--- src/rtl/pipeline_pkg.sv ---
// Shared pipeline definitions: register address width and the
// write-port grant encoding used by the writeback arbiter.
package pipeline_pkg;

  localparam int REG_ADDR_W = 5;

  typedef enum logic [1:0] {
    WB_NONE,
    WB_PIPE,
    WB_FIFO,
    WB_FORCE
  } wb_src_e;

endpackage

--- src/rtl/wb_port_arbiter_if.sv ---
// Bus bundle of the writeback port arbiter: pipeline W-stage request, MDU
// result handshake, D-stage hazard query and the regfile write port.
interface wb_port_arbiter_if
  import pipeline_pkg::*;
#(
  parameter int XLEN = 32
);

  logic                  pipe_we;
  logic [REG_ADDR_W-1:0] pipe_rd;
  logic [XLEN-1:0]       pipe_wd;
  logic                  mdu_valid;
  logic                  mdu_ready;
  logic [REG_ADDR_W-1:0] mdu_rd;
  logic [XLEN-1:0]       mdu_wd;
  logic [REG_ADDR_W-1:0] rs1_d;
  logic [REG_ADDR_W-1:0] rs2_d;
  logic                  raw_hazard;
  logic                  stall_w;
  logic                  rf_we;
  logic [REG_ADDR_W-1:0] rf_a3;
  logic [XLEN-1:0]       rf_wd;

  // The arbiter is the slave; the pipeline/MDU/regfile side is the master.
  modport slave (
    input  pipe_we, pipe_rd, pipe_wd,
    input  mdu_valid, mdu_rd, mdu_wd,
    input  rs1_d, rs2_d,
    output mdu_ready, raw_hazard, stall_w,
    output rf_we, rf_a3, rf_wd
  );

  modport master (
    output pipe_we, pipe_rd, pipe_wd,
    output mdu_valid, mdu_rd, mdu_wd,
    output rs1_d, rs2_d,
    input  mdu_ready, raw_hazard, stall_w,
    input  rf_we, rf_a3, rf_wd
  );

endinterface

--- src/rtl/wb_fifo.sv ---
// MDU result buffer: circular FIFO of {valid, rd, wd} entries with per-entry
// kill on destination match and a RAW compare against the D-stage sources.
module wb_fifo
  import pipeline_pkg::*;
#(
  parameter int XLEN  = 32,
  parameter int DEPTH = 2
) (
  input  logic                  clk,
  input  logic                  reset,
  input  logic                  push_i,
  input  logic [REG_ADDR_W-1:0] push_rd_i,
  input  logic [XLEN-1:0]       push_wd_i,
  input  logic                  pop_i,
  input  logic                  kill_i,
  input  logic [REG_ADDR_W-1:0] kill_rd_i,
  input  logic [REG_ADDR_W-1:0] rs1_i,
  input  logic [REG_ADDR_W-1:0] rs2_i,
  output logic                  empty_o,
  output logic                  full_o,
  output logic                  head_valid_o,
  output logic [REG_ADDR_W-1:0] head_rd_o,
  output logic [XLEN-1:0]       head_wd_o,
  output logic                  hazard_o
);

  localparam int AW = $clog2(DEPTH);

  typedef struct packed {
    logic                  valid;
    logic [REG_ADDR_W-1:0] rd;
    logic [XLEN-1:0]       wd;
  } entry_t;

  entry_t        mem_q [DEPTH];
  entry_t        mem_d [DEPTH];
  logic [AW:0]   wrPtr_q, wrPtr_d;
  logic [AW:0]   rdPtr_q, rdPtr_d;
  logic [AW-1:0] wrIdx, rdIdx;

  assign wrIdx = wrPtr_q[AW-1:0];
  assign rdIdx = rdPtr_q[AW-1:0];

  assign empty_o = (wrPtr_q == rdPtr_q);
  assign full_o  = (wrPtr_q[AW] != rdPtr_q[AW]) && (wrIdx == rdIdx);

  assign head_valid_o = mem_q[rdIdx].valid;
  assign head_rd_o    = mem_q[rdIdx].rd;
  assign head_wd_o    = mem_q[rdIdx].wd;

  // Popped slots get their valid bit cleared, so unoccupied slots never
  // match in the kill or hazard logic. Push lands after the kill so a
  // same-cycle arrival is stored valid.
  always_comb begin
    mem_d   = mem_q;
    wrPtr_d = wrPtr_q;
    rdPtr_d = rdPtr_q;
    if (kill_i) begin
      for (int i = 0; i < DEPTH; i++) begin
        if (mem_q[i].rd == kill_rd_i) mem_d[i].valid = 1'b0;
      end
    end
    if (pop_i) begin
      mem_d[rdIdx].valid = 1'b0;
      rdPtr_d            = rdPtr_q + 1'b1;
    end
    if (push_i) begin
      mem_d[wrIdx] = '{valid: 1'b1, rd: push_rd_i, wd: push_wd_i};
      wrPtr_d      = wrPtr_q + 1'b1;
    end
  end

  always_ff @(posedge clk or negedge reset) begin
    if (!reset) begin
      for (int i = 0; i < DEPTH; i++) mem_q[i] <= '0;
      wrPtr_q <= '0;
      rdPtr_q <= '0;
    end else begin
      for (int i = 0; i < DEPTH; i++) mem_q[i] <= mem_d[i];
      wrPtr_q <= wrPtr_d;
      rdPtr_q <= rdPtr_d;
    end
  end

  always_comb begin
    hazard_o = 1'b0;
    for (int i = 0; i < DEPTH; i++) begin
      if (mem_q[i].valid && (mem_q[i].rd != '0) &&
          ((mem_q[i].rd == rs1_i) || (mem_q[i].rd == rs2_i)))
        hazard_o = 1'b1;
    end
  end

endmodule

--- src/rtl/wb_port_arbiter.sv ---
// Shares the regfile write port between the W stage and buffered MDU results.
// Define WB_ARB_STARVE_EN to enable the starvation counter and forced drain.
module wb_port_arbiter
  import pipeline_pkg::*;
#(
  parameter int XLEN         = 32,
  parameter int FIFO_DEPTH   = 2,
  parameter int STARVE_LIMIT = 4
) (
  input  logic                    clk,
  input  logic                    reset,
  wb_port_arbiter_if.slave        bus
);

  wb_src_e               wbSrc;
  logic                  fifoEmpty, fifoFull, fifoHazard;
  logic                  headValid;
  logic [REG_ADDR_W-1:0] headRd;
  logic [XLEN-1:0]       headWd;
  logic                  pipeReq, forceDrain, push, pop;

  // Reset gates the handshake and write port so nothing leaks out while held.
  assign bus.mdu_ready = reset && !fifoFull;
  assign push          = bus.mdu_valid && bus.mdu_ready && (bus.mdu_rd != '0);
  assign pipeReq       = bus.pipe_we && (bus.pipe_rd != '0);

`ifdef WB_ARB_STARVE_EN
  localparam int SW = $clog2(STARVE_LIMIT + 1);

  logic [SW-1:0] starve_q, starve_d;

  assign forceDrain = (starve_q == SW'(STARVE_LIMIT)) && !fifoEmpty;

  always_comb begin
    starve_d = starve_q;
    if (fifoEmpty || pop)                  starve_d = '0;
    else if (starve_q != SW'(STARVE_LIMIT)) starve_d = starve_q + 1'b1;
  end

  always_ff @(posedge clk or negedge reset) begin
    if (!reset) starve_q <= '0;
    else        starve_q <= starve_d;
  end
`else
  assign forceDrain = 1'b0;
`endif

  always_comb begin
    wbSrc = WB_NONE;
    if (!reset)          wbSrc = WB_NONE;
    else if (forceDrain) wbSrc = WB_FORCE;
    else if (pipeReq)    wbSrc = WB_PIPE;
    else if (!fifoEmpty) wbSrc = WB_FIFO;
  end

  assign pop         = (wbSrc == WB_FORCE) || (wbSrc == WB_FIFO);
  assign bus.stall_w = (wbSrc == WB_FORCE);

  // A killed head still pops but leaves the write enable low.
  always_comb begin
    bus.rf_we = 1'b0;
    bus.rf_a3 = '0;
    bus.rf_wd = '0;
    case (wbSrc)
      WB_PIPE: begin
        bus.rf_we = 1'b1;
        bus.rf_a3 = bus.pipe_rd;
        bus.rf_wd = bus.pipe_wd;
      end
      WB_FIFO, WB_FORCE: begin
        if (headValid) begin
          bus.rf_we = 1'b1;
          bus.rf_a3 = headRd;
          bus.rf_wd = headWd;
        end
      end
      default: ;
    endcase
  end

  assign bus.raw_hazard = reset && fifoHazard;

  wb_fifo #(
    .XLEN  (XLEN),
    .DEPTH (FIFO_DEPTH)
  ) u_fifo (
    .clk          (clk),
    .reset        (reset),
    .push_i       (push),
    .push_rd_i    (bus.mdu_rd),
    .push_wd_i    (bus.mdu_wd),
    .pop_i        (pop),
    .kill_i       (wbSrc == WB_PIPE),
    .kill_rd_i    (bus.pipe_rd),
    .rs1_i        (bus.rs1_d),
    .rs2_i        (bus.rs2_d),
    .empty_o      (fifoEmpty),
    .full_o       (fifoFull),
    .head_valid_o (headValid),
    .head_rd_o    (headRd),
    .head_wd_o    (headWd),
    .hazard_o     (fifoHazard)
  );

endmodule

--- src/flat_wrapper.sv ---
// flat-port wrapper written by rule: the top's interface ports become plain ports
module wb_port_arbiter_flat import pipeline_pkg::*;
#(
  parameter int XLEN         = 32,
  parameter int FIFO_DEPTH   = 2,
  parameter int STARVE_LIMIT = 4
)
  (clk, reset, bus_pipe_we, bus_pipe_rd, bus_pipe_wd, bus_mdu_valid, bus_mdu_rd, bus_mdu_wd, bus_rs1_d, bus_rs2_d, bus_mdu_ready, bus_raw_hazard, bus_stall_w, bus_rf_we, bus_rf_a3, bus_rf_wd);
  wb_port_arbiter_if #(.XLEN(XLEN)) bus_i ();
  input  logic clk;
  input  logic reset;
  input wire logic [$bits(bus_i.pipe_we)-1:0] bus_pipe_we;
  input wire logic [$bits(bus_i.pipe_rd)-1:0] bus_pipe_rd;
  input wire logic [$bits(bus_i.pipe_wd)-1:0] bus_pipe_wd;
  input wire logic [$bits(bus_i.mdu_valid)-1:0] bus_mdu_valid;
  input wire logic [$bits(bus_i.mdu_rd)-1:0] bus_mdu_rd;
  input wire logic [$bits(bus_i.mdu_wd)-1:0] bus_mdu_wd;
  input wire logic [$bits(bus_i.rs1_d)-1:0] bus_rs1_d;
  input wire logic [$bits(bus_i.rs2_d)-1:0] bus_rs2_d;
  output wire logic [$bits(bus_i.mdu_ready)-1:0] bus_mdu_ready;
  output wire logic [$bits(bus_i.raw_hazard)-1:0] bus_raw_hazard;
  output wire logic [$bits(bus_i.stall_w)-1:0] bus_stall_w;
  output wire logic [$bits(bus_i.rf_we)-1:0] bus_rf_we;
  output wire logic [$bits(bus_i.rf_a3)-1:0] bus_rf_a3;
  output wire logic [$bits(bus_i.rf_wd)-1:0] bus_rf_wd;
  assign bus_i.pipe_we = bus_pipe_we;
  assign bus_i.pipe_rd = bus_pipe_rd;
  assign bus_i.pipe_wd = bus_pipe_wd;
  assign bus_i.mdu_valid = bus_mdu_valid;
  assign bus_i.mdu_rd = bus_mdu_rd;
  assign bus_i.mdu_wd = bus_mdu_wd;
  assign bus_i.rs1_d = bus_rs1_d;
  assign bus_i.rs2_d = bus_rs2_d;
  assign bus_mdu_ready = bus_i.mdu_ready;
  assign bus_raw_hazard = bus_i.raw_hazard;
  assign bus_stall_w = bus_i.stall_w;
  assign bus_rf_we = bus_i.rf_we;
  assign bus_rf_a3 = bus_i.rf_a3;
  assign bus_rf_wd = bus_i.rf_wd;
  wb_port_arbiter #(.XLEN(XLEN), .FIFO_DEPTH(FIFO_DEPTH), .STARVE_LIMIT(STARVE_LIMIT)) u_core (.clk(clk), .reset(reset), .bus(bus_i));
endmodule
--- config.mk ---
export PLATFORM = sky130hd
export DESIGN_NAME = wb_port_arbiter_flat
export DESIGN_NICKNAME = d
export VERILOG_FILES = /design/src/rtl/pipeline_pkg.sv /design/src/rtl/wb_port_arbiter_if.sv /design/src/rtl/wb_fifo.sv /design/src/rtl/wb_port_arbiter.sv /design/src/flat_wrapper.sv
export SDC_FILE = /design/constraint.sdc
export NUM_CORES = 1
export LEC_CHECK = 0
export ABC_AREA = 1
export BUFFER_PORTS_ARGS = -buffer_cell sky130_fd_sc_hd__buf_2
export CAP_MARGIN = 20
export CELL_PAD_IN_SITES_DETAIL_PLACEMENT = 0
export CELL_PAD_IN_SITES_GLOBAL_PLACEMENT = 1
export CORE_ASPECT_RATIO = 1.25
export CORE_MARGIN = 5
export CORE_UTILIZATION = 35
export DETAILED_ROUTE_END_ITERATION = 8
export HOLD_SLACK_MARGIN = 0.12
export MAX_ROUTING_LAYER = met4
export PLACE_DENSITY_LB_ADDON = 0.1
export SETUP_SLACK_MARGIN = 0.3
export SLEW_MARGIN = 20
export SYNTH_ARGS = -nofsm -noshare
export SYNTH_HDL_FRONTEND = slang
export SYNTH_SLANG_ARGS = --single-unit
--- constraint.sdc ---
create_clock -name clk -period 4.8 [get_ports clk]
set_clock_uncertainty 0.05 [all_clocks]
set_input_delay 0.48 -clock clk [delete_from_list [all_inputs] [get_ports clk]]
set_output_delay 0.48 -clock clk [all_outputs]
set_load 0.005 [all_outputs]
==> flow_summary.ini, run 1 <==
[run_status]
status = completed

[power_and_ir_drop]
p_sw_mw = 1.21
p_seq_share_pct = 41.2
power.internal_mw = 1.78
pwr-share-clk_pct = 20.8
power_density_mw_per_mm2 = 544
switching_share_pct = 40.6
comb_power_share_pct = 37.9
vdd_drop_max_uv = 237
leakage_nw = 3.04

[logic_synthesis]
syn_nets = 753
synth_top_cell_by_area = dfrtp_1
yosysMostFrequentCell = nand2_1
synth-edff-count = 0
syn_inst = 665
ys_types = 18
yosys-top-cells-area = dfrtp_1 45%, nand2_1 29%, o21ai_0 9.3%
ys_ff_latch = 80
synthesis.area_mm2 = 0.00448
avgSynthCellArea_um2 = 6.74
ys_top_cells_by_count = 344 x nand2_1, 83 x o21ai_0, 80 x dfrtp_1
synth-async-reset-ratio_pct = 100
ys.flop_type = dfrtp_1
yosys_warnings = 0
seq_area_frac_synth_pct = 44.7
yosysTopAreaCellShare_pct = 44.7

[placement]
hpwl_um = 9290
gp_congestion = 0.847
place_area_mm2 = 0.00523
port_buffers = 127
dp_slack_ns = 1.50

[timing]
worst_slew_pin_slew_ns = 0.928
slew_violations = 0
max_freq_mhz = 268
slew_headroom_pct = 38.0
setup_violations = 0
finalHoldViolations = 0
tns_ns = 0
period_share_pct = 77.8
min_period_ns = 3.74
setup_ws_ns = 1.06
rsz0062_at_grt = no

[global_routing]
antenna_found_initial = 0
globalRouteOverflowTotal = 0
grt_pass1_vias = 4149
track_usage_pct = 17.9
grt_start_max_net_pins = 62
grt_pass1_wl_um = 21000

[layout]
n_antenna_cell = 0
drive_gt1_share_pct = 19.4
design_area_mm2 = 0.00551
syn2layout_area_growth_pct = 22.9
nets = 866

[detailed_routing]
vias = 4359
wirelength_um = 13200
drc_errors = 0
vias_per_cell = 4.58
routedWlPerCell_um = 13.8
first_iter_violations = 275
ant_nets = 0
dr.pass1.iters = 5

[worst_setup_path]
r2r_cells = 6
crit_path_end_kind = output pin
rrSetupSlack_ns = 2.02
timing.rr.start = u_core.u_fifo.rdPtr_q[0]$_DFFE_PN0N_
slowest_delay_ns = 0.73
path_cells = dlygate4sd3_1 -> buf_4 -> inv_1 -> a21oi_1 -> nand2_1 -> nor2_4 -> nand2_1 -> nand2_1 -> buf_2
slowest_stage = nor2_4
critPathMaxFanout = 37
timing.rr.end = u_core.u_fifo.mem_q[69]$_DFFE_PN0P_
worst_setup_path_start_kind = primary input
critPathKind = in -> out
required_ns = 4.27
worstPathArrival_ns = 3.21
crit_top_cell = nand2_1

[floorplanning]
die_h_um = 136
ios = 129
dieArea_mm2 = 0.0152
initial_core_util_pct = 35.5
rows = 46
dieWidth_um = 111
core-area_mm2 = 0.0126

[clock_network]
cts_tree = done
ctsHoldBuffers = 1
ctsResizeCount = 0
path_clk_slew_ns = 0.06
clock_path_buffers = 2
cts_made_buffers = 9
cts_root_buffer = clkbuf_16
cts_setup_buffers = 0
clock_latency_ns = 0.33
clock-sinks = 80
htree_levels = 3

[worst_hold_path]
hp-start = bus_mdu_wd[16]
whs_endpoint = u_core.u_fifo.mem_q[16]$_DFFE_PN0P_
min_path_cells = 3
hold_path_class = in -> reg

[run]
maxCapViolCount = 0
-- per-stage QoR --
| step | cells | util (%) | hold slack [ns] | power (mW) |
|---|---|---|---|---|
| 2_1_floorplan | 665 | - | 0.134 | 2.01 |
| 3_3_place_gp | 934 | 41.5 | 0.404 | 2.38 |
| 3_5_place_dp | 934 | 41.5 | 0.408 | 2.40 |
| 4_1_cts | 951 | 43.7 | 0.296 | 3.04 |
| 5_1_grt | 951 | 43.7 | 0.317 | 3.27 |
| 6_report | 951 | 43.7 | 0.309 | 2.99 |
-- final cells by class --
class	instances	area, µm²
Clock inverter	3	17.5
Sequential cell	80	2000
Fill cell	1357	7100
Timing Repair Buffer	133	686
Tap cell	168	210
Multi-Input combinational cell	487	2090
Inverter	67	251
Clock buffer	13	250
-- power groups by stage --
| stage | clock, mW | sequential [mW] | combinational (mW) |
|---|---|---|---|
| floorplan | 0 | 1.14 | 0.868 |
| global placement | 0 | 1.24 | 1.14 |
| detailed placement | 0 | 1.25 | 1.15 |
| CTS | 0.640 | 1.24 | 1.16 |
| global route | 0.661 | 1.28 | 1.33 |
| finish | 0.623 | 1.23 | 1.14 |
-- logic make-up (layout without fill, tap and decap cells) --
family / count (synthesis) / after routing / share of synthesized area [%]
buffers and inverters: 98 / 216 / 9.05
AOI/OAI and AO/OA: 90 / 90 / 10.1
xor gates and xnor gates: 18 / 18 / 3.52
and+or+nand+nor: 378 / 378 / 32.5
DFF: 80 / 80 / 44.7
other: 1 / 1 / 0.0837
-- registers in the layout (all words and copies together) (netlist names) --
signal,cells
u_core.u_fifo.rdPtr_q,2
u_core.u_fifo.wrPtr_q,2
u_core.u_fifo.mem_q,76
-- placed cells by master (no fill, tap or decap) --
| cell type | Yosys | layout |
|---|---|---|
| xnor2_1 | 15 | 15 |
| dlygate4sd3_1 | 0 | 1 |
| nand4_1 | 3 | 3 |
| inv_2 | 1 | 1 |
| o21ai_0 | 83 | 83 |
| dfrtp_2 | 0 | 1 |
| conb_1 | 1 | 1 |
| a21oi_1 | 2 | 2 |
| nor2_4 | 2 | 4 |
| buf_4 | 6 | 6 |
| buf_2 | 12 | 126 |
| nand2_1 | 344 | 344 |
| clkbuf_8 | 0 | 1 |
| dfrtp_1 | 80 | 79 |
| o21ai_1 | 4 | 4 |
| xor2_1 | 3 | 3 |
| nand3_1 | 12 | 12 |
| a21oi_2 | 1 | 1 |
| inv_1 | 66 | 66 |
| clkbuf_1 | 13 | 3 |
| clkbuf_16 | 0 | 9 |
| clkinvlp_4 | 0 | 1 |
| nor2_1 | 17 | 15 |
| clkinv_2 | 0 | 2 |
-- metal layers --
metal	global-route usage (%)	wire, µm	vias to the layer above
met5	-	0	-
met4	6.56	178	0
met3	2.94	733	12
met2	31.4	6710	125
met1	20.9	5530	1978
li1	-	-	2244
-- worst max path at each step --
stage,depth (start not counted),start,to,slack [ns]
final,9,reset,bus_rf_wd[5],1.06
after global routing,9,reset,bus_rf_a3[0],0.74
after CTS,9,reset,bus_rf_wd[30],0.95
after detailed placement,8,reset,bus_rf_wd[30],1.50
after global placement,8,reset,bus_rf_wd[30],1.55
after floorplan,8,u_core.u_fifo.rdPtr_q[0]$_DFFE_PN0N_,bus_rf_a3[2],2.80
-- critical path, delay by kind of cell --
family	cells	cell delay (ns)
compound gates	1	0.26
simple gates	4	1.18
buf+inv	4	1.25
(Power assumes the default switching activity.)
==> inputs of run 2 (changes only) <==
clock period = 3.63 ns   (was 4.8 ns; I/O delays follow)
==> run 2 against run 1 <==
Net effect: global-route usage is essentially flat; critical path depth is the same; combinational power grew 36%; non-clock buffer count is the same; worst hold slack lost 0.12 ns; highest routed layer unchanged.
==> flow_summary.ini, run 2 (same netlist as run 1, synthesis figures left out) <==
[timing]
rsz0062_at_grt = yes
tns_ns = 0
finalHoldViolations = 0
setup_ws_ns = 0.475
min_period_ns = 3.15
max_freq_mhz = 317
worst_slew_pin_slew_ns = 0.925
finalHoldWorstSlack_ns = 0.192
slew_headroom_pct = 38.2
setup_violations = 0
slew_violations = 0
period_share_pct = 86.9

[detailed_routing]
vias = 4328
first_iter_violations = 247
drc_errors = 0
ant_nets = 0
wirelength_um = 13100
vias_per_cell = 4.55
dr.pass1.iters = 5
routedWlPerCell_um = 13.8

[layout]
multi_input_area_mm2 = 0.00209
syn2layout_area_growth_pct = 23.4
seq_area_mm2 = 0.00200
n_antenna_cell = 0
top_register = u_core.u_fifo.mem_q
fillCellCount = 1382
design_area_mm2 = 0.00553
nets = 866
layout_commonest_cell = nand2_1
drive_gt1_share_pct = 19.7
mostFrequentLayoutCells = 344 x nand2_1, 126 x buf_2, 83 x o21ai_0
largest_reg_flops = 76
reg_top3 = u_core.u_fifo.mem_q: 76 flops, u_core.u_fifo.rdPtr_q: 2 flops, u_core.u_fifo.wrPtr_q: 2 flops

[placement]
port_buffers = 127
gp_congestion = 0.821
dp_slack_ns = 0.965
place_area_mm2 = 0.00523
hpwl_um = 9170

[floorplanning]
initial_core_util_pct = 35.5
core-area_mm2 = 0.0126
die_h_um = 136
dieWidth_um = 111
dieArea_mm2 = 0.0152
ios = 129
rows = 46

[worst_setup_path]
crit_path_end_kind = output pin
required_ns = 3.22
critPathMaxFanout = 37
crit_top_cell = nand2_1
rrSetupSlack_ns = 1.37
critPathKind = in -> out
critPathTopFamily = simple AND/OR/NAND/NOR gates
worst_setup_path_start_kind = primary input
path_buf_inv = 4
worstPathArrival_ns = 2.74
slowest_delay_ns = 0.73
path_cells = dlygate4sd3_1 -> buf_4 -> inv_1 -> a21oi_1 -> nand2_1 -> nor2_4 -> nand2_1 -> nand2_1 -> buf_2
slowest_stage = nor2_4

[global_routing]
grt_pass1_vias = 4215
antenna_found_initial = 0
globalRouteOverflowTotal = 0
grt_start_max_net_pins = 80
track_usage_pct = 18.0
grt_pass1_wl_um = 21200

[clock_network]
htree_levels = 3
cts_setup_buffers = 0
cts_made_buffers = 9
clock_path_buffers = 2
cts_tree = done
clock_latency_ns = 0.33
clock-sinks = 80
path_clk_slew_ns = 0.06
cts_root_buffer = clkbuf_16

[power_and_ir_drop]
power_density_mw_per_mm2 = 722
total_power_mw = 3.99
leakage_nw = 3.06
vdd_drop_max_uv = 266

[run]
maxCapViolCount = 0

[worst_hold_path]
hold_path_class = in -> reg

[run_status]
status = completed
## run 2: area by class of cell
type | count | area share, %
Clock buffer | 13 | 4.89
Inverter | 67 | 4.55
Tap cell | 168 | 3.80
Sequential cell | 80 | 36.2
Clock inverter | 3 | 0.272
Timing Repair Buffer | 133 | 12.5
Multi-Input combinational cell | 487 | 37.8
## run 2: report_power, final
| group | total, mW | switching (mW) | internal [mW] |
|---|---|---|---|
| Sequential | 1.59 | 0.271 | 1.31 |
| Clock | 0.852 | 0.337 | 0.516 |
| Combinational | 1.55 | 0.992 | 0.560 |
| Total | 3.99 | 1.60 | 2.39 |
## run 2: final timing paths
path / endpoint / from / cells after the start
worst max-delay path: bus_rf_wd[31] / reset / 9
worst min-delay path: u_core.u_fifo.mem_q[1]$_DFFE_PN0P_ / bus_mdu_wd[1] / 3
worst max register to register: u_core.u_fifo.mem_q[48]$_DFFE_PN0P_ / u_core.u_fifo.rdPtr_q[0]$_DFFE_PN0N_ / 6
worst min register to register: u_core.u_fifo.mem_q[15]$_DFFE_PN0P_ / u_core.u_fifo.mem_q[15]$_DFFE_PN0P_ / 2
max in group asynchronous: u_core.u_fifo.rdPtr_q[0]$_DFFE_PN0N_ / reset / 3
min in group asynchronous: u_core.u_fifo.mem_q[51]$_DFFE_PN0P_ / reset / 2
## run 2: metal layers
metal | part of all wire [%] | wire (µm) | up-vias | track usage [%]
li1 | - | - | 2246 | -
met1 | 44 | 5710 | 1957 | 21.0
met2 | 51 | 6730 | 115 | 31.9
met3 | 4.1 | 543 | 10 | 2.80
met4 | 0.98 | 129 | 0 | 5.48
met5 | 0 | 0 | - | -
## run 2: per-stage QoR
| stage | instances | utilization, % |
|---|---|---|
| final | 951 | 43.8 |
| after global routing | 951 | 43.8 |
| after CTS | 951 | 43.8 |
| after detailed placement | 934 | 41.5 |
| after global placement | 934 | 41.5 |
| after floorplan | 665 | - |
## run 2: worst min-delay path, delay by kind of cell
family,cells,cell delay (ns)
buffers and inverters,1,0.08
AND/OR/NAND/NOR,2,0.10
## run 2: repair_timing
item / in CTS / in global routing
resized for setup: 0 / 0
setup endpoints to repair: 0 / 2
hold buffers: 1 / 0
endpoints found under the hold margin: 1 / 0
